--- config.mk ---
export PLATFORM = sky130hd
export DESIGN_NAME = parallel_adder
export DESIGN_NICKNAME = d
export VERILOG_FILES = /design/src/rtl/parallel_adder.sv
export SDC_FILE = /design/constraint.sdc
export NUM_CORES = 1
export LEC_CHECK = 0
export CORE_MARGIN = 1.5
export CORE_UTILIZATION = 47
export CTS_CLUSTER_DIAMETER = 60
export DETAILED_ROUTE_END_ITERATION = 10
export PLACE_DENSITY = 0.84
export SLEW_MARGIN = 10
export SYNTH_ARGS = -nofsm -noshare
export SYNTH_HDL_FRONTEND = slang
export SYNTH_SLANG_ARGS = --single-unit
--- constraint.sdc ---
create_clock -name clk -period 5.8 [get_ports clk]
set_clock_uncertainty 0.2 [all_clocks]
set_input_delay 0.58 -clock clk [delete_from_list [all_inputs] [get_ports clk]]
set_output_delay 0.58 -clock clk [all_outputs]
set_load 0.02 [all_outputs]
--- src/rtl/parallel_adder.sv ---
// parallel_adder: registered unsigned adder computed by dataflow, behavioral and structural paths with cross-check
module full_adder (
  input  logic x,
  input  logic y,
  input  logic cin,
  output logic s,
  output logic cout
);
  logic w_xy, w_xc, w_yc;
  xor g_s (s, x, y, cin);
  and g_xy (w_xy, x, y);
  and g_xc (w_xc, x, cin);
  and g_yc (w_yc, y, cin);
  or  g_c (cout, w_xy, w_xc, w_yc);
endmodule

module parallel_adder #(
  parameter int WIDTH = 4
) (
  input  logic             clk,
  input  logic             rst,
  input  logic [WIDTH-1:0] a,
  input  logic [WIDTH-1:0] b,
  input  logic             in_valid,
  output logic [WIDTH:0]   sum_dataflow,
  output logic [WIDTH:0]   sum_behavioral,
  output logic [WIDTH:0]   sum_structural,
  output logic             out_valid,
  output logic             mismatch,
  output logic             err_sticky
);
  logic [WIDTH:0] w_sum_df, w_sum_beh, w_sum_str, w_carry;
  logic           w_c, w_diff;
  assign w_sum_df = {1'b0, a} + {1'b0, b};
  always_comb begin
    w_c = 1'b0;
    w_sum_beh = '0;
    for (int k = 0; k < WIDTH; k++) begin
      w_sum_beh[k] = a[k] ^ b[k] ^ w_c;
      w_c = (a[k] & b[k]) | (a[k] & w_c) | (b[k] & w_c);
    end
    w_sum_beh[WIDTH] = w_c;
  end
  assign w_carry[0] = 1'b0;
  for (genvar i = 0; i < WIDTH; i++) begin : g_fa
    full_adder u_fa (
      .x   (a[i]),
      .y   (b[i]),
      .cin (w_carry[i]),
      .s   (w_sum_str[i]),
      .cout(w_carry[i+1])
    );
  end
  assign w_sum_str[WIDTH] = w_carry[WIDTH];
  assign w_diff = (w_sum_df != w_sum_beh) | (w_sum_df != w_sum_str) | (w_sum_beh != w_sum_str);
  always_ff @(posedge clk) begin
    if (rst) begin
      sum_dataflow   <= '0;
      sum_behavioral <= '0;
      sum_structural <= '0;
      out_valid      <= 1'b0;
      mismatch       <= 1'b0;
      err_sticky     <= 1'b0;
    end else begin
      out_valid  <= in_valid;
      mismatch   <= in_valid & w_diff;
      err_sticky <= err_sticky | (in_valid & w_diff);
      if (in_valid) begin
        sum_dataflow   <= w_sum_df;
        sum_behavioral <= w_sum_beh;
        sum_structural <= w_sum_str;
      end
    end
  end
endmodule

# ---- Word level (Yosys, flattened, before mapping)
# Cells that the tools add are included.
dict set report word_totals {
  register_bits 18
  latch_bits 0
  mem_bits_rw 0
  mem_bits_ro 0
  input_bits 11
  out_inout_bits 18
  wordCells 48
  n_memories 0
}
dict set report op_classes {
  n_addsub 1
  n_mul 0
  div_mod_pow 0
  order_cmp 0
  n_eq_ne 3
  shift 0
  n_mux 0
  bitwise 31
  n_reduce_logical 7
}
# op count
set op_table {}
lappend op_table {{1-bit bitwise AND} 15}
lappend op_table {{5-bit inequality test} 3}
lappend op_table {{3-bit XOR reduction} 4}
lappend op_table {{1-bit bitwise OR} 9}
lappend op_table {{3-bit OR reduction} 3}
lappend op_table {{1-bit XOR} 7}
lappend op_table {{4-bit by 4-bit adder with 5-bit output} 1}

# ---- Depth between registers and ports, before layout
# Gate-level depths: netlist of the first run.
dict set report logic_depth {
  ltp_word 15
  depth_mapped 9
  depth_no_buf 9
}

# ---- Hierarchy
# From an unflattened synthesis of the first run, not the netlist that was laid out.
dict set report hier_totals {
  hier_cells 97
  area_unflattened_um2 942.2
}
# mod n_inst cells_each area_each_um2 seq_area_each_um2
set modules_own_cells {}
lappend modules_own_cells {parallel_adder 1 93 862.1 320.3}
lappend modules_own_cells {full_adder 4 1 20.0 0.0}

# ---- Least setup slack after synthesis of the first run
# OpenSTA, ideal clock, no wires.
dict set report synth_timing {
  kind {in2reg}
  startpoint {input a[0]}
  endpoint {register err_sticky}
  setup_ns 0.139
  arrival_ns 2.811
  required_time_ns 5.461
  setup_slack_ns 2.650
  stages 9
  n_path_buf 0
  path_cell_list {ha_1 fa_1 fa_1 inv_1 fa_1 or3_1 a22o_1 nand2_1 a41oi_1}
}
dict set report synth_via {
  elab_chain_cells 15
  word_cells_on_any_way 36
  cone_classes {1 x add/sub; 3 x eq/ne; 25 x bitwise; 7 x reduce/logical}
}
# element line
set synth_rtl {}
lappend synth_rtl {{start, declared} 22} ;# input logic [WIDTH-1:0] a,
lappend synth_rtl {{1-bit bitwise AND} {11, 40}}
lappend synth_rtl {{1-bit bitwise AND} {12, 40}}
lappend synth_rtl {{1-bit bitwise OR (2 in a row)} 40} ;# w_c = (a[k] & b[k]) | (a[k] & w_c) | (b[k] & w_c);
lappend synth_rtl {{1-bit bitwise AND} 40}
lappend synth_rtl {{1-bit bitwise OR (2 in a row)} 40}
lappend synth_rtl {{1-bit bitwise AND} 40}
lappend synth_rtl {{1-bit bitwise OR (2 in a row)} 40}
lappend synth_rtl {{5-bit inequality test} 55} ;# assign w_diff = (w_sum_df != w_sum_beh) | (w_sum_df != w_sum_str) | (w_sum_beh != w_sum_str);
lappend synth_rtl {{1-bit bitwise OR} 55}
lappend synth_rtl {{1-bit bitwise OR (*)} 55}
lappend synth_rtl {{1-bit bitwise AND (*)} 67} ;# err_sticky <= err_sticky | (in_valid & w_diff);
lappend synth_rtl {{1-bit bitwise OR (*)} 67}
lappend synth_rtl {{end signal, assigned} 67}
lappend synth_rtl {{end, declared} 30} ;# output logic err_sticky
# Mark *: on every way between the ends. The rest lies on a longest branch, timed or not.
# A chain may end at the register's enable or synchronous reset.

# ---- Final worst setup path of the first run
# Ends and elaborated chain as after synthesis.

==> results.yml, run 1 <==
worst_setup_path:
  worst_ep_arrival_time_ns: 3.35
  cp_common_cell: "fa_1"
  critical_path.top_delay_family: "adder cells"
  crit_required_ns: 5.74
  critPathLaunchType: "input pin"
  crit_chain: "clkdlybuf4s50_1 -> ha_1 -> fa_1 -> fa_1 -> inv_1 -> fa_1 -> or3_1 -> a22o_1 -> nand2_1 -> a41oi_1"
  path_class: "input pin to flip-flop"
  cp_slowest_cell: "fa_1"
  cp_max_fo: 5
  max_stage_delay_ns: 0.47
  rrSetupSlack_ns: 4.82
  path_buf_inv: 2
  end_kind: "flip-flop"
finish:
  final_cell_mix: "28 x clkdlybuf4s50_1, 14 x dfxtp_1, 11 x nor2_1"
  nets: 131
  drive_gt1_share_pct: 7.339
  syn_to_final_growth_pct: 34.30
  final_common_cell: "clkdlybuf4s50_1"
  fin_util_pct: 70.39
  n_antenna_cell: 0
global_routing:
  antenna_found_initial: 0
  grt_overflow: 0
  grt_max_degree: 21
  grt_pass1_wl_um: 2863
  grt_pass1_vias: 634
  grt_use_total_pct: 19.95
sta:
  period_minus_slack_ns: 3.408
  tightest_slew_ns: 0.7768
  period_share_pct: 58.77
  clock.fmax_ghz: 0.2934
  finalSetupTns_ns: 0
  hold_violations: 0
  slew_headroom_pct: 48.05
  grt_setup_unrepaired: "no"
  drv_slew: 0
  finalSetupViolations: 0
cts:
  cts_tree: "done"
  cts_buffers: 3
  cts_hold_buf: 0
  clk_latency_ns: 0.28
  numClockSinks: 14
  cts_resized: 0
  clockBufferDepth: 2
  cts_root_buf: "clkbuf_4"
  htree_levels: 1
  cts.reportedPaths.clkPinSlew_ns: 0.09
  cts_setup_buffers: 0
job:
  maxCapViolations: 0
die:
  start_util_pct: 52.41
  io_pins: 29
  rows: 14
  core_region_area_um2: 1559
  die-width_um: 44.70
  chipHeight_um: 44.70
  dieArea_um2: 1998
routing:
  drc_errors: 2
  num_vias: 675
  wl_per_cell_um: 13.67
  via_per_inst: 5.400
  final_antenna_net_count: 0
  dr.pass1.iters: 7
  drt_iter0_drc: 17
  drt-total-wl_um: 1709
synth:
  netlist_area_um2: 817.0
  synth_area_per_cell_um2: 9.612
  syn_nets: 105
  synth_warnings: 0
  synth_cells: 85
  yosysSeqAreaShare_pct: 34.30
  synth_cell_types: 29
  ys_ff_latch: 14
status:
  violations: "design-rule violations"
  run_status: "finished with violations"
power_and_ir_drop:
  ir_worst_vdd_mv: 0.1327
  power_density_nw_per_um2: 235.9
  power_leakage_nw: 0.4595
placed_design:
  place.gp.congestion: 0.8285
  io_buffers: 28
  hpwlAfterDp_um: 1340
min_path:
  worstHoldPathType: "flip-flop to flip-flop"
[through the flow]
| stage | area (um^2) | total power, mW | hold WS (ns) | worst slack, ns | std cells |
|---|---|---|---|---|---|
| 2_1_floorplan | 817.0 | 0.1713 | 0.3412 | 2.650 | 85 |
| 3_3_place_gp | 1075 | 0.2036 | 0.2582 | 2.164 | 122 |
| 3_5_place_dp | 1075 | 0.2064 | 0.2587 | 2.113 | 122 |
| 4_1_cts | 1097 | 0.2597 | 0.2721 | 2.397 | 125 |
| 5_1_grt | 1097 | 0.2745 | 0.3088 | 2.286 | 125 |
| 6_report | 1097 | 0.2588 | 0.2674 | 2.392 | 125 |
[routing by layer]
metal | track usage, % | routed length (um)
met5 | 0 | 0
met4 | 9.091 | 28
met3 | 1.200 | 55
met2 | 32.75 | 823
met1 | 26.97 | 802
[power breakdown]
group          internal, mW  total [mW]  switching, mW  leakage [nW]
sequential            0.104       0.109        0.00445         0.116
combinational        0.0461      0.0952         0.0492         0.329
clock                0.0240      0.0549         0.0308        0.0138
total                 0.174       0.259         0.0844         0.460
[path summary, 6_finish.rpt]
| check | start | end | depth (start not counted) |
|---|---|---|---|
| min reg2reg | sum_dataflow[3] | sum_dataflow[3] | 2 |
| min | sum_dataflow[3] | sum_dataflow[3] | 2 |
| max reg2reg | sum_dataflow[4] | sum_dataflow[4] | 2 |
| max | a[0] | err_sticky | 10 |
[layout make-up]
cell class,instances,area (um^2)
Tap cell,16,20.02
Sequential cell,14,280.3
Timing Repair Buffer,28,280.3
Fill cell,118,461.7
Clock buffer,3,22.52
Inverter,8,30.03
Multi-Input combinational cell,56,464.2
[sequential cells by signal (all words and copies together), names as in the netlist]
name / flops
sum_dataflow: 5
sum_behavioral: 3
sum_structural: 3
err_sticky: 1
mismatch: 1
out_valid: 1
[cell usage after synthesis]
master / instances / area [um^2]
fa_1: 5 / 100.1
a21oi_1: 1 / 5.000
clkbuf_1: 2 / 7.510
a21bo_1: 1 / 10.01
o211ai_2: 1 / 12.51
mux2i_1: 4 / 40.04
nor3b_1: 1 / 7.510
inv_1: 8 / 30.03
ha_1: 4 / 50.05
or2_2: 1 / 6.260
a311oi_2: 1 / 15.01
a41oi_1: 1 / 8.760
or3_1: 1 / 6.260
buf_4: 4 / 30.03
nor2_1: 11 / 41.29
a22o_1: 1 / 8.760
nand2_1: 4 / 15.01
nand3b_1: 1 / 7.510
o21bai_1: 1 / 7.510
o22ai_1: 1 / 6.260
nand3_1: 3 / 15.01
nand2b_1: 1 / 6.260
a211oi_1: 7 / 52.55
buf_2: 1 / 5.000
and3b_1: 1 / 8.760
dfxtp_1: 14 / 280.3
a21oi_2: 2 / 17.52
a21o_1: 1 / 7.510
xnor2_1: 1 / 8.760
[worst register-to-register path: cells and delay by family (launching register included)]
family	cells	cell delay, ns
DFF	1	0.34
AOI/OAI and AO/OA	1	0.28
and+or+nand+nor	1	0.05
[kinds of logic after synthesis]
logic type	Yosys count	share of synthesized area [%]
AOI/OAI and AO/OA	18	18.53
xor gates and xnor gates	1	1.072
adders and majority gates	9	18.38
buffers and inverters	15	8.882
DFF	14	34.30
muxes	4	4.901
and+or+nand+nor	24	13.94
Note: power is estimated with default switching activity, not from simulation.
==> run 2: changes to the inputs <==
Settings changed: CORE_UTILIZATION 47 to 39, PLACE_DENSITY 0.84 to 0.75.
Clock period 5.8 ns to 3.1 ns, I/O delays scaled along.
==> run 2 against run 1 <==
Compared with the run above: non-clock buffer count rose by 4; the run now ends clean; sequential share of layout area shrank 1.4 points; hold slack gained 0.015 ns.
==> results.yml, run 2 (synthesized netlist as in run 1, its figures left out) <==
placed_design:
  placed_cells: 137
  hpwlAfterDp_um: 1345
  place.gp.congestion: 0.7692
  io_buffers: 28
sta:
  hold_violations: 0
  clock.fmax_ghz: 0.3361
  period_share_pct: 95.98
  period_minus_slack_ns: 2.975
  slew_headroom_pct: 52.09
  grt_setup_unrepaired: "no"
  tightest_slew_ns: 0.7165
  drv_slew: 0
  finalSetupViolations: 0
cts:
  cts_setup_buffers: 0
  cts_tree: "done"
  cts.reportedPaths.clkPinSlew_ns: 0.08
  clockBufferDepth: 2
  clk_latency_ns: 0.26
  htree_levels: 1
  numClockSinks: 14
  cts_root_buf: "clkbuf_4"
  cts_buffers: 3
power_and_ir_drop:
  ir_worst_vdd_mv: 0.1612
  power_uw: 513.5
  power_density_nw_per_um2: 441.8
  power_leakage_nw: 0.4869
die:
  rows: 16
  start_util_pct: 41.65
  die-width_um: 48.77
  chipHeight_um: 48.77
  dieArea_um2: 2379
  core_region_area_um2: 1962
  io_pins: 29
global_routing:
  antenna_found_initial: 0
  grt_max_degree: 21
  grt_overflow: 0
  grt_pass1_vias: 636
  grt_pass1_wl_um: 2656
  grt_use_total_pct: 14.18
routing:
  num_vias: 668
  final_antenna_net_count: 0
  drt-total-wl_um: 1630
  via_per_inst: 4.738
  drc_errors: 0
  dr.pass1.iters: 4
  wl_per_cell_um: 11.56
  drt_iter0_drc: 8
worst_setup_path:
  worst_ep_arrival_time_ns: 2.91
  cp-startpoint: "a[0]"
  r2r_start: "sum_dataflow[2]"
  rrSetupSlack_ns: 2.19
  critPathLaunchType: "input pin"
  crit_required_ns: 3.04
  endpoint: "err_sticky"
  worstRegToRegCells: 2
  max_stage_delay_ns: 0.43
  crit_chain: "clkdlybuf4s50_1 -> ha_1 -> fa_2 -> fa_1 -> inv_1 -> fa_1 -> or3_1 -> a22o_1 -> nand2_1 -> a41oi_1"
  cp_max_fo: 3
  path_class: "input pin to flip-flop"
  cp_common_cell: "fa_1"
  end_kind: "flip-flop"
  cp_slowest_cell: "fa_1"
  rr_endpoint: "sum_dataflow[2]"
finish:
  largest_register: "sum_dataflow"
  largest_register_ffs: 5
  top_regs: "sum_dataflow (5), sum_behavioral (3), sum_structural (3)"
  final_common_cell: "clkdlybuf4s50_1"
  n_antenna_cell: 0
  drive_gt1_share_pct: 13.16
  final_cell_mix: "28 x clkdlybuf4s50_1, 14 x dfxtp_1, 11 x nor2_1"
  syn_to_final_growth_pct: 42.27
  nets: 135
  fillCellCount: 187
  final_cells: 141
status:
  run_status: "complete, no violations"
min_path:
  worstHoldPathType: "flip-flop to flip-flop"
  holdPathStages: 2
job:
  maxCapViolations: 0
==> run 2: timing repair <==
item                       in CTS  in global routing
hold buffers                    0                  0
setup endpoints to repair       0                  2
gates resized for setup         0                  2
==> run 2: how the worst min path moves through the flow <==
stage	startpoint	to	slack, ns
finish	sum_dataflow[3]	sum_dataflow[3]	0.28
global route	sum_dataflow[3]	sum_dataflow[3]	0.31
CTS	sum_dataflow[3]	sum_dataflow[3]	0.28
floorplan	rst	mismatch	0.19
detailed placement	sum_dataflow[3]	sum_dataflow[3]	0.27
global placement	sum_dataflow[3]	sum_dataflow[3]	0.26
==> run 2: layer usage <==
layer	global-route usage (%)	vias to the layer above	wire, um
li1	-	347	-
met1	17.55	307	741
met2	25.34	14	848
met3	1.840	0	41
met4	4.762	0	0
met5	0	-	0
==> run 2: per-stage QoR <==
step | setup slack [ns] | utilization [%] | area [um^2] | hold slack [ns] | TNS [ns]
after floorplan | 0.2199 | - | 817.0 | 0.1857 | 0
after global placement | -0.1945 | 57.02 | 1119 | 0.2550 | -0.3734
after detailed placement | -0.2336 | 57.02 | 1119 | 0.2728 | -0.4441
after CTS | 0.05270 | 58.86 | 1155 | 0.2836 | 0
after global routing | 0.04310 | 59.25 | 1162 | 0.3105 | 0
final | 0.1246 | 59.25 | 1162 | 0.2826 | 0
==> run 2: cell type report <==
| class | count | area [um^2] | share of cell area, % |
|---|---|---|---|
| clock buffers | 4 | 36.28 | 3.122 |
| inverters | 8 | 30.03 | 2.583 |
| multi-input cells | 56 | 471.7 | 40.58 |
| flip-flops and latches | 14 | 280.3 | 24.11 |
| well taps | 27 | 33.78 | 2.906 |
| repair buffers | 32 | 310.3 | 26.70 |
==> run 2: worst max-delay path, delay by kind of cell <==
kind | cells | cell delay (ns)
buffers and inverters | 2 | 0.47
adders and majority gates | 4 | 1.39
AOI/OAI and AO/OA | 2 | 0.30
and+or+nand+nor | 2 | 0.44
==> run 2: power breakdown <==
group          switching [mW]  leakage [nW]  internal, mW
Sequential            0.00856         0.116         0.195
Clock                  0.0514        0.0210        0.0712
Combinational          0.0936         0.350        0.0936
Total                   0.154         0.487         0.360
==> run 3: changes to the inputs <==
Settings changed: CTS_CLUSTER_DIAMETER 60 to 50, PLACE_DENSITY 0.75 to 0.74.
==> run 3 against run 2 <==
Compared with the run above: sequential cell count stayed put; total power is 2.1% higher; first-iteration DRC count stayed put; sequential share of layout area fell by 0.46 points; die area did not move; combinational power is 3% higher; clock power up 3%; non-clock buffer count up 1; global-route usage up 1.0 points; critical endpoint unchanged; largest power group unchanged.
==> results.yml, run 3 (synthesized netlist as in run 1, its figures left out) <==
cts:
  cts_root_buf: "clkbuf_4"
  cts_buffers: 3
  clk_latency_ns: 0.27
  cts_hold_buf: 0
  htree_levels: 1
  cts_tree: "done"
  cts_setup_buffers: 0
  cts.reportedPaths.clkPinSlew_ns: 0.08
  numClockSinks: 14
  clockBufferDepth: 2
  cts_resized: 0
placed_design:
  placed_cells: 138
  place.gp.congestion: 0.7827
  place_area_um2: 1126
  pre_cts_ws_ns: -0.2176
  io_buffers: 28
  hpwlAfterDp_um: 1328
sta:
  period_minus_slack_ns: 3.036
  hold_violations: 0
  finalSetupViolations: 0
  clock.fmax_ghz: 0.3294
  drv_slew: 0
  period_share_pct: 97.92
  tightest_slew_ns: 0.7313
  slew_headroom_pct: 51.09
  hold_ws_ns: 0.2781
  layout_setup_ws_ns: 0.06445
  finalSetupTns_ns: 0
worst_setup_path:
  critPathLaunchType: "input pin"
  path_buf_inv: 3
  crit_required_ns: 3.05
  cp_max_fo: 3
  path_class: "input pin to flip-flop"
  end_kind: "flip-flop"
  max_stage_delay_ns: 0.51
  critical_path.top_delay_family: "adder cells"
  crit_chain: "clkdlybuf4s50_1 -> ha_4 -> fa_2 -> buf_4 -> inv_1 -> fa_2 -> fa_1 -> or3_1 -> a22o_1 -> nand2_1 -> a41oi_1"
  worst_ep_arrival_time_ns: 2.99
  cp_common_cell: "fa_2"
  cp_slowest_cell: "clkdlybuf4s50_1"
status:
  run_status: "complete, no violations"
finish:
  nets: 136
  syn_to_final_growth_pct: 45.02
  n_antenna_cell: 0
  fin_util_pct: 60.40
  drive_gt1_share_pct: 15.65
  final_common_cell: "clkdlybuf4s50_1"
  fin_area_um2: 1185
  final_cells: 142
  final_cell_mix: "28 x clkdlybuf4s50_1, 14 x dfxtp_1, 11 x nor2_1"
  largest_register_ffs: 5
  fillCellCount: 184
  top_regs: "sum_dataflow (5), sum_behavioral (3), sum_structural (3)"
  largest_register: "sum_dataflow"
power_and_ir_drop:
  ir_worst_vdd_mv: 0.1862
  power_density_nw_per_um2: 442.3
  power_leakage_nw: 0.4909
  power_uw: 524.1
routing:
  dr.pass1.iters: 4
  wl_per_cell_um: 12.25
  final_antenna_net_count: 0
  drt_iter0_drc: 8
  drt-total-wl_um: 1740
  drc_errors: 0
  via_per_inst: 4.796
  num_vias: 681
die:
  chipHeight_um: 48.77
  start_util_pct: 41.65
  core_region_area_um2: 1962
  rows: 16
  dieArea_um2: 2379
  die-width_um: 48.77
  io_pins: 29
job:
  maxCapViolations: 0
min_path:
  worstHoldPathType: "flip-flop to flip-flop"
global_routing:
  grt_use_total_pct: 15.20
  antenna_found_initial: 0
  grt_max_degree: 21
  grt_pass1_vias: 625
  grt_pass1_wl_um: 2815
  grt_overflow: 0
==> run 3: cell count changes in the layout (fill, tap and decap cells not counted) <==
cell and change:
buf_4 +1, fa_1 -1, fa_2 +1, ha_1 -1, ha_4 +1
==> run 3: power breakdown <==
| part | switching (mW) | leakage (nW) | internal [mW] | total (mW) |
|---|---|---|---|---|
| sequential | 0.00876 | 0.116 | 0.195 | 0.204 |
| clock | 0.0556 | 0.0210 | 0.0714 | 0.127 |
| combinational | 0.0960 | 0.354 | 0.0972 | 0.193 |
| total | 0.160 | 0.491 | 0.364 | 0.524 |
==> run 3: final timing paths <==
path,end,cells past startpoint,start,slack [ns]
hold / removal,sum_behavioral[4],2,sum_behavioral[4],0.28
setup reg to reg,err_sticky,2,err_sticky,2.21
setup / recovery,err_sticky,11,b[0],0.06
hold reg to reg,sum_behavioral[4],2,sum_behavioral[4],0.28
==> run 3: worst register-to-register path, cell delays in order, from the launching register on <==
cell      delay (ns)
dfxtp_1         0.37
o21bai_1        0.07
a41oi_1         0.18
==> run 3: layer usage <==
| metal | track usage [%] | wire length [um] | vias up |
|---|---|---|---|
| met4 | 8.571 | 21 | 0 |
| met5 | 0 | 0 | - |
| met1 | 19.02 | 810 | 307 |
| met3 | 1.534 | 55 | 3 |
| met2 | 25.57 | 852 | 17 |
| li1 | - | - | 354 |
==> run 3: final cells by class <==
cell class,instances,area [um^2],share of cell area (%)
flip-flops and latches,14,280.3,23.65
inverters,8,30.03,2.534
clock buffers,4,36.28,3.062
multi-input cells,56,486.7,41.08
repair buffers,33,317.8,26.82
well taps,27,33.78,2.851
==> RTL change 1, RTL diff (settings of run 2) <==
Reset style: asynchronous (`rst`), changed in one clocked block.
--- a/src/rtl/parallel_adder.sv
+++ b/src/rtl/parallel_adder.sv
@@ -53,7 +53,7 @@
   end
   assign w_sum_str[WIDTH] = w_carry[WIDTH];
   assign w_diff = (w_sum_df != w_sum_beh) | (w_sum_df != w_sum_str) | (w_sum_beh != w_sum_str);
-  always_ff @(posedge clk) begin
+  always_ff @(posedge clk or posedge rst) begin
     if (rst) begin
       sum_dataflow   <= '0;
       sum_behavioral <= '0;
Behaviour: differs if rst is asserted again (counterexample within 4 cycles, from zero or initial values and one cycle with rst high); with rst held inactive, the same outputs for 10 cycles.
==> RTL change 1 against run 2 <==
Utilization down 1.6 points. Sequential cell count unchanged. Power grew 15%. Clock power is 8% higher. Area after synthesis down 0.77%. Wire length down 6.9%. Setup slack improved by 130 ps. Final area down 2.7%. Combinational power grew 24%. Critical path type unchanged. Critical endpoint is now err_sticky. Largest cell class unchanged. Highest routed layer is now met4.
==> RTL change 1: results (changes against run 2) <==
- Outcome: complete, no violations
- P_int: 0.000398 W (+11%)
- Met3 Routed Length: 85 µm (+110%)
- Layout Nets: 121 (-10%)
- Lkg Pwr: 0.514 nW (+5.6%)
- CTS tree: yes
- M1 WL: 629 µm (-15%)
- N_diodes: 0 (unchanged)
- Cts bufs inserted: 3 (unchanged)
- GRT Resource Usage Total: 16.1% (+2.0 points)
- Max FO, Critical Path: 4 (+1)
- HP Class: in2async
- HPWL reported at the end of detailed placement: 1.24 mm (-8.0%)
- Synthesis Warnings: 0 (unchanged)
- Met1 Use GR: 17.7% (+0.13 points)
- Share of cells above drive strength 1: 12.0% (-1.2 points)
- Max IR drop VDD: 238 µV (+48%)
- First-pass GRT wire length: 2.95 mm (+11%)
- DR pass1 iterations: 2 (-2)
- Ranking of synthesized cells by area: dfrtp_1, fa_1, ha_1
- I/O Buffers: 28 (unchanged)
- Cell Area, Placed: 1090 µm² (-2.1%)
- Commonest cells post-synth: dfrtp_1, inv_1, nor2_1
- Clock Latency Late Sink: 280 ps (+20 ps)
- Initial antenna violation count: 0 (unchanged)
- Worst r2r src: err_sticky
- Worst r2r path cells: 1 (-1)
- Met2 usage: 29.9% (+4.5 points)
- Netlist cell types: 20 (-31%)
- Wirelength, routed: 1.52 mm (-6.9%)
- DRT iter0 DRCs: 1 (-7)
- Met2 wire length: 773 µm (-8.8%)
- Tightest Pin Transition: 684 ps (-32.6 ps)
- WP data arrival: 2810 ps (-100 ps)
- R2R setup slack: 1960 ps (-230 ps)
- Vias/cell: 4.68 (-1.3%)
- Top Metal Used: met4
- Mapped Nets: 93 (-11%)
- FF-to-FF End: err_sticky
- GP Congestion: 0.755 (-1.8%)
- Register area share after synthesis: 43.2% (+8.9 points)
- Vias in the first global route: 663 (+4.2%)
- Post-CTS setup buffers: 0 (unchanged)
- Async SR Flop Fraction: 100% (+100 points)
- M3 GR Usage: 3.40% (+1.6 points)
- Largest net degree at the start of global routing: 19 (-9.5%)
[RTL change 1: area by class of cell]
class                   instances  area (µm²)
fillers                       182         831
multi-input cells              43         385
flip-flops and latches         14         350
repair buffers                 29         288
inverters                      10        37.5
clock buffers                   4        36.3
well taps                      27        33.8
[RTL change 1: critical path: stages]
cell             delay [ps]
clkdlybuf4s50_1         400
ha_1                    230
fa_1                    440
fa_1                    390
inv_1                    70
fa_1                    440
nor2_1                  110
mux2i_1                  90
o41a_1                  320
[RTL change 1: power groups by stage]
stage          combinational (W)  clock (W)  sequential [W]
6_report                0.000232   0.000133        0.000225
5_1_grt                 0.000254   0.000146        0.000230
4_1_cts                 0.000235   0.000138        0.000226
3_5_place_dp            0.000234          0        0.000230
3_3_place_gp            0.000230          0        0.000228
2_1_floorplan           0.000105          0        0.000263
[RTL change 1: stage by stage]
stage	TNS, ps	utilization (%)	hold slack, ps	worst slack [ps]	std cells
after floorplan	0	-	-0.781	494	73
after global placement	0	55.8	296	20.3	123
after detailed placement	-89.0	55.8	304	-63.6	123
after CTS	0	57.7	176	242	127
after global routing	0	57.7	219	89.6	127
final	0	57.7	157	256	127
[RTL change 1: worst max path at each step]
stage	from	end
floorplan	a[0]	err_sticky
global placement	a[0]	err_sticky
detailed placement	a[0]	err_sticky
CTS	a[0]	err_sticky
global route	a[0]	err_sticky
finish	a[0]	err_sticky
[RTL change 1: cells by family (layout without fill, tap and decap cells)]
family | count (synthesis) | in the layout | synth area share, %
compound gates | 11 | 11 | 9.26
buf+inv | 16 | 43 | 9.26
flops | 14 | 14 | 43.2
simple gates | 13 | 13 | 7.10
fa+ha+maj | 9 | 9 | 18.5
xor+xnor | 2 | 2 | 2.16
mux | 8 | 8 | 10.5
==> RTL change 2, RTL diff (config.mk and constraints of run 2) <==
Made on the original files. Set the parameter `WIDTH` to 5 (it was 4).
--- a/src/rtl/parallel_adder.sv
+++ b/src/rtl/parallel_adder.sv
@@ -15,7 +15,7 @@
 endmodule
 
 module parallel_adder #(
-  parameter int WIDTH = 4
+  parameter int WIDTH = 5
 ) (
   input  logic             clk,
   input  logic             rst,
Interface: changed (5 resized); port bits go from 29 to 34. No check against the original RTL was run, so the function may have changed too.
==> RTL change 2 against run 2 <==
The run now ends with setup timing left. Highest routed layer is now met4. Combinational power is 57% higher. Area after synthesis is 37% higher. Synthesized cell count is 41% higher. Setup slack worse by 170 ps. Power is 29% higher. Non-clock buffer count is 16 higher. Sequential cell count is 3 higher. Wire length is 59% higher. Final area is 37% higher.
==> RTL change 2: results (changes against run 2) <==
- Failing checks: setup timing
- Clock Latency Late Sink: 290 ps (+30 ps)
- Mapped Nets: 145 (+38%)
- Wirelength, routed: 2.60 mm (+59%)
- Crit-path max cell delay: 480 ps (+50 ps)
- Commonest cells post-synth: nor2_1, dfxtp_1, a211oi_1
- Largest net degree at the start of global routing: 17 (-19%)
- Final Setup Violations: 1 (+1)
- Mapped Avg Cell Area: 9.34 µm² (-2.8%)
- Worst Path Required: 3100 ps (+60 ps)
- Share of cells above drive strength 1: 22.8% (+9.7 points)
- Setup TNS: -41.6 ps (-41.6 ps)
- Worst Setup Slack, final: -41.6 ps (-166 ps)
- Vias/cell: 5.33 (+12%)
- DRT iter0 DRCs: 29 (+21)
- Vias in the first global route: 1032 (+62%)
- Post-Place Worst Slack: -828 ps (-595 ps)
- Outcome: finished with violations
- GP Congestion: 0.755 (-1.9%)
- Cell Area, Placed: 1550 µm² (+38%)
- Hold path start: b[0]
- Max IR drop VDD: 301 µV (+87%)
- Worst r2r src: sum_dataflow[5]
- Clock-pin slew on the worst setup and hold paths: 100 ps (+20 ps)
- Top flop regs: sum_dataflow: 6 flops, sum_behavioral: 4 flops, sum_structural: 4 flops
- Cts bufs inserted: 3 (unchanged)
- Lkg Pwr: 0.647 nW (+33%)
- Hold slack: 162 ps (-121 ps)
- HP Class: in2reg
- WHS Path Cells: 4 (+2)
- Hold Crit Endpoint: sum_dataflow[0]
- Register area share after synthesis: 30.4% (-3.9 points)
- I/O Buffers: 33 (+18%)
- DR WL/cell: 13.5 µm (+16%)
- Ranking of synthesized cells by area: dfxtp_1, fa_1, a211oi_1
## RTL change 2: changes by cell type in the layout (fill, tap and decap cells not counted), sizes merged, moves of 3 or more
cell    before  now
nor2        11   18
a211oi       7   12
buf          4   19
nor3         0    4
or3b         0    3
dfxtp       14   17
## RTL change 2: metal layers
metal,GRT usage [%],vias up,wire (µm)
met5,0,-,0
met4,10.2,0,59
met3,2.07,6,83
met2,28.2,27,1310
met1,22.4,487,1150
li1,-,508,-
## RTL change 2: cell families (layout without fill, tap and decap cells)
family,count (synthesis),in the layout,share of synthesized area (%)
multiplexers,4,4,3.57
XOR/XNOR,4,4,3.13
AND/OR/NAND/NOR,38,38,17.1
buffers and inverters,18,60,8.37
flip-flops,17,17,30.4
AO/OA/AOI/OAI,27,27,19.4
adder cells (fa/ha/maj),12,12,18.1
## RTL change 2: timing repair
action | 4_1_cts | 5_1_grt
buffers inserted | 2 | 0
setup endpoints to repair | 2 | 2
resized for setup | 23 | 2
cloned | 0 | 0
pin swaps | 12 | 10
## RTL change 2: power by group
| part | switching, W | leakage (nW) | internal (W) |
|---|---|---|---|
| combinational | 0.000147 | 0.488 | 0.000147 |
| sequential | 0.0000103 | 0.141 | 0.000238 |
| clock | 0.0000706 | 0.0177 | 0.0000480 |
## RTL change 2: layout make-up
type / count / area, µm²
inverter: 8 / 30.0
fill: 245 / 1140
clock buffer: 3 / 22.5
tap: 31 / 38.8
timing repair buffer: 48 / 437
clock inverter: 1 / 5.00
multi-input combinational: 85 / 723
sequential: 17 / 340
## RTL change 2: worst register-to-register path, stage by stage, from the launching register on
cell and delay [ps]:
dfxtp_1 350, nor2_1 50, a211oi_1 230
